### config.mk
export PLATFORM = sky130hd
export DESIGN_NAME = pmem_arbiter
export DESIGN_NICKNAME = d
export VERILOG_FILES = /design/src/rtl/pmem_arbiter.sv
export SDC_FILE = /design/constraint.sdc
export NUM_CORES = 1
export LEC_CHECK = 0
export CAP_MARGIN = 20
export CORE_AREA = 5 5 536 538
export CTS_CLUSTER_SIZE = 8
export DETAILED_ROUTE_END_ITERATION = 10
export DIE_AREA = 0 0 541 543
export PLACE_DENSITY = 0.3
export SLEW_MARGIN = 40
export SYNTH_ARGS = -nofsm -noshare
export SYNTH_HDL_FRONTEND = slang
export SYNTH_SLANG_ARGS = --single-unit
### constraint.sdc
create_clock -name clk -period 2.05 [get_ports clk]
set_input_delay 0.3075 -clock clk [delete_from_list [all_inputs] [get_ports clk]]
set_output_delay 0.3075 -clock clk [all_outputs]
set_load 0.01 [all_outputs]
### src/rtl/pmem_arbiter.sv
// pmem_arbiter: round-robin arbiter of icache/dcache line requests onto one memory port
module pmem_arbiter #(
  parameter int LINE_W = 256,
  parameter int ADDR_W = 32
) (
  input  logic              clk,
  input  logic              rst,
  input  logic              i_pmem_read,
  input  logic [ADDR_W-1:0] i_pmem_address,
  output logic [LINE_W-1:0] i_pmem_rdata,
  output logic              i_pmem_resp,
  input  logic              d_pmem_read,
  input  logic              d_pmem_write,
  input  logic [ADDR_W-1:0] d_pmem_address,
  input  logic [LINE_W-1:0] d_pmem_wdata,
  output logic [LINE_W-1:0] d_pmem_rdata,
  output logic              d_pmem_resp,
  output logic              mem_read,
  output logic              mem_write,
  output logic [ADDR_W-1:0] mem_address,
  output logic [LINE_W-1:0] mem_wdata,
  input  logic [LINE_W-1:0] mem_rdata,
  input  logic              mem_resp
);
  typedef enum logic [1:0] {IDLE, SERVE_I, SERVE_D} state_t;
  state_t state, state_n;
  logic last_d, wr_q, i_req, d_req, grant_i, grant_d;
  logic [ADDR_W-1:0] addr_q;
  logic [LINE_W-1:0] wdata_q;
  assign i_req   = i_pmem_read;
  assign d_req   = d_pmem_read | d_pmem_write;
  assign grant_i = state == IDLE && i_req && (!d_req || last_d);
  assign grant_d = state == IDLE && d_req && !grant_i;
  // state register
  always_ff @(posedge clk)
    state <= rst ? IDLE : state_n;
  // latch the granted request so the downstream port sees stable values
  always_ff @(posedge clk)
    if (rst) begin
      last_d  <= 1'b1;
      wr_q    <= 1'b0;
      addr_q  <= '0;
      wdata_q <= '0;
    end else if (grant_i) begin
      last_d  <= 1'b0;
      wr_q    <= 1'b0;
      addr_q  <= i_pmem_address;
      wdata_q <= '0;
    end else if (grant_d) begin
      last_d  <= 1'b1;
      wr_q    <= d_pmem_write;
      addr_q  <= d_pmem_address;
      wdata_q <= d_pmem_write ? d_pmem_wdata : '0;
    end
  // next state: grant from IDLE, return to IDLE on the response
  always_comb
    state_n = state == IDLE ? (grant_i ? SERVE_I : grant_d ? SERVE_D : IDLE)
                            : (mem_resp ? IDLE : state);
  // outputs: everything zero in IDLE, response routed only to the granted client
  always_comb begin
    mem_read     = state == SERVE_I || (state == SERVE_D && !wr_q);
    mem_write    = state == SERVE_D && wr_q;
    mem_address  = state == IDLE ? '0 : addr_q;
    mem_wdata    = state == IDLE ? '0 : wdata_q;
    i_pmem_resp  = state == SERVE_I && mem_resp;
    d_pmem_resp  = state == SERVE_D && mem_resp;
    i_pmem_rdata = (state == SERVE_I && mem_resp) ? mem_rdata : '0;
    d_pmem_rdata = (state == SERVE_D && mem_resp) ? mem_rdata : '0;
  end
endmodule

==> impl_metrics.tcl <==
set metrics [dict create \
    status "finished, violations left" \
    violations "setup timing" \
    antenna_left 0 \
    slew-limit-headroom_pct 53.7 \
    wl_met1_mm 110 \
    worst_path_max_delay_cell "clkdlybuf4s50_1" \
    wl_met3_mm 35.9 \
    antenna_found_initial 158 \
    gr-total-overflow 0 \
    grt_pass1_wl_mm 305 \
    wl_mm 256 \
    cp_data_required_time_ps 1740 \
    p_per_area_nw_per_um2 519 \
    dpl-instance-area_um2 40000 \
    die_area_um2 294000 \
    critPathKind "reg2out" \
    path_cells "nand2b_4, buf_12, nor2_4, buf_12, buf_12, buf_12, and2_1, clkdlybuf4s50_1" \
    cts.sinks 292 \
    fp-row-count 195 \
    grt_max_degree 78 \
    cts_max_path_buffers 3 \
    syn_to_final_growth_pct 154 \
    layout_commonest_cell "clkdlybuf4s50_1" \
    numPortBuffers 1385 \
    avgSynthCellArea_um2 7.46 \
    arrival_ps 2450 \
    finClkSkew_ps 70.7 \
    synth_nets 2882 \
    clk_transition_reported_paths_ps 60 \
    dieWidth_um 541 \
    htreeDepth 2 \
    grt_pass1_vias 24600 \
    seq_area_frac_synth_pct 34.1 \
    period_needed_ps 2760 \
    hold_viol 0 \
    synth_ff_type "dfxtp_1" \
    clk_latency_ps 680 \
    crit_path_start_kind "flop" \
    drt_pass1_iterations 5 \
    final_nets 4405 \
    ys_types 26 \
    core-area_um2 282000 \
    grtUsageTotal_pct 16.3 \
    ir_worst_vdd_uv 538 \
    synth_enable_flop_cells 0 \
    rsz0062_at_grt "true" \
    numCtsBuffers 47 \
    cp_max_fo 7 \
    max_cap_violations 0 \
    synth_warnings 0 \
    worst_slew_pin_slew_ps 693 \
    fp.dieH_um 543 \
    io_pins 1386 \
    vias 24600 \
    highest_layer "met5" \
    cpMostUsedCell "buf_12" \
    place_hpwl_mm 219 \
    crit_path_max_incr_delay_ps 600 \
    gp_congestion 0.906 \
    cts_tree "yes" \
    routedWlPerCell_um 33.5 \
    drv_slew 0 \
    clock.fmax_mhz 362 \
    initial_core_util_pct 6.09 \
    hp-class "in2reg" \
    fin_ws_ps -711 \
    drtIter0Drc 1487 \
    met2_length_mm 104 \
    p_leak_nw 17.6 \
    holdWs_ps 170 \
    synth-seq-cells 292 \
    netlist_area_um2 17200 \
    syn_inst 2300 \
    final_cell_area_um2 43500 \
    drive_gt1_share_pct 30.2 \
    async_flop_share_pct 0 \
    clock-root-buffer "clkbuf_16" \
    final_cell_mix "693 x clkdlybuf4s50_1, 692 x and2_1, 378 x buf_12" \
    drcViolationCount 0 \
    crit_path_end_kind "primary output" \
    vias_per_cell 3.21 \
    finalCritPeriodShare_pct 135 \
    setup_violations 803 \
]
## metal layers
metal	GRT usage, %	vias up
met4	3.95	58
met5	0	-
met2	23.0	1227
met3	10.5	278
met1	20.3	11900
li1	-	11100
## cell type report
class,instances,area (um2)
multi-input combinational,1719,10400
clock inverter,9,154
fill,31900,238000
tap,3743,4680
timing repair buffer,1761,21000
antenna,55,138
clock buffer,59,1280
inverter,2,7.51
sequential,292,5850
## Yosys cell counts (all sizes together) (2+ instances only)
| master | number | area [um2] |
|---|---|---|
| a31oi | 32 | 200 |
| dfxtp | 292 | 5850 |
| nand3 | 33 | 165 |
| nor2 | 6 | 22.5 |
| and2 | 800 | 5000 |
| nand2 | 2 | 7.51 |
| nand2b | 2 | 12.5 |
| buf | 76 | 425 |
| inv | 2 | 7.51 |
| o21ai | 290 | 1450 |
| a21oi | 257 | 1320 |
| nand4 | 288 | 1800 |
| clkbuf | 211 | 792 |
## critical path: cells and delay by family, from the launching register on
family	cells	cell delay, ps
and+or+nand+nor	3	390
DFF	1	330
buffers and inverters	5	1110
## final timing paths
kind / from / endpoint / slack (ps) / cells past startpoint
max: state[0] / d_pmem_rdata[147] / -710 / 8
min: d_pmem_write / wdata_q[74] / 170 / 4
max reg2reg: state[1] / wdata_q[160] / 70 / 9
min reg2reg: wdata_q[90] / wdata_q[90] / 460 / 2
## report_power, final
| group | internal (mW) | switching (mW) |
|---|---|---|
| logic | 4.08 | 4.47 |
| clock network | 4.51 | 3.40 |
| registers | 6.00 | 0.155 |
| total | 14.6 | 8.02 |
## cells by family after synthesis
group | Yosys count | synth area share (%)
AOI/OAI and AO/OA | 586 | 17.8
DFF | 292 | 34.1
and+or+nand+nor | 1133 | 41.0
buffers and inverters | 289 | 7.14
## flip-flops by register name (all words and copies together), names as in the netlist
register  count
wdata_q     256
addr_q       32
state         2
last_d        1
wr_q          1
## through the flow
step	setup TNS (ps)	instances	util, %	setup slack (ps)	power (mW)
floorplan	0	2300	-	413	8.58
global placement	-259280	7397	14.2	-711	14.0
detailed placement	-238300	7397	14.2	-661	14.0
CTS	-589300	7516	15.1	-920	22.8
global route	-508200	7599	15.4	-821	23.7
finish	-409210	7640	15.5	-711	22.6
## repair_timing
item / 4_1_cts / 5_1_grt
pin swaps: 20 / 12
hold buffers: 0 / 0
setup buffers: 35 / 51
gates resized for setup: 520 / 594
cloned: 16 / 21
endpoints found under the setup margin: 804 / 842
(Power assumes the default switching activity.)
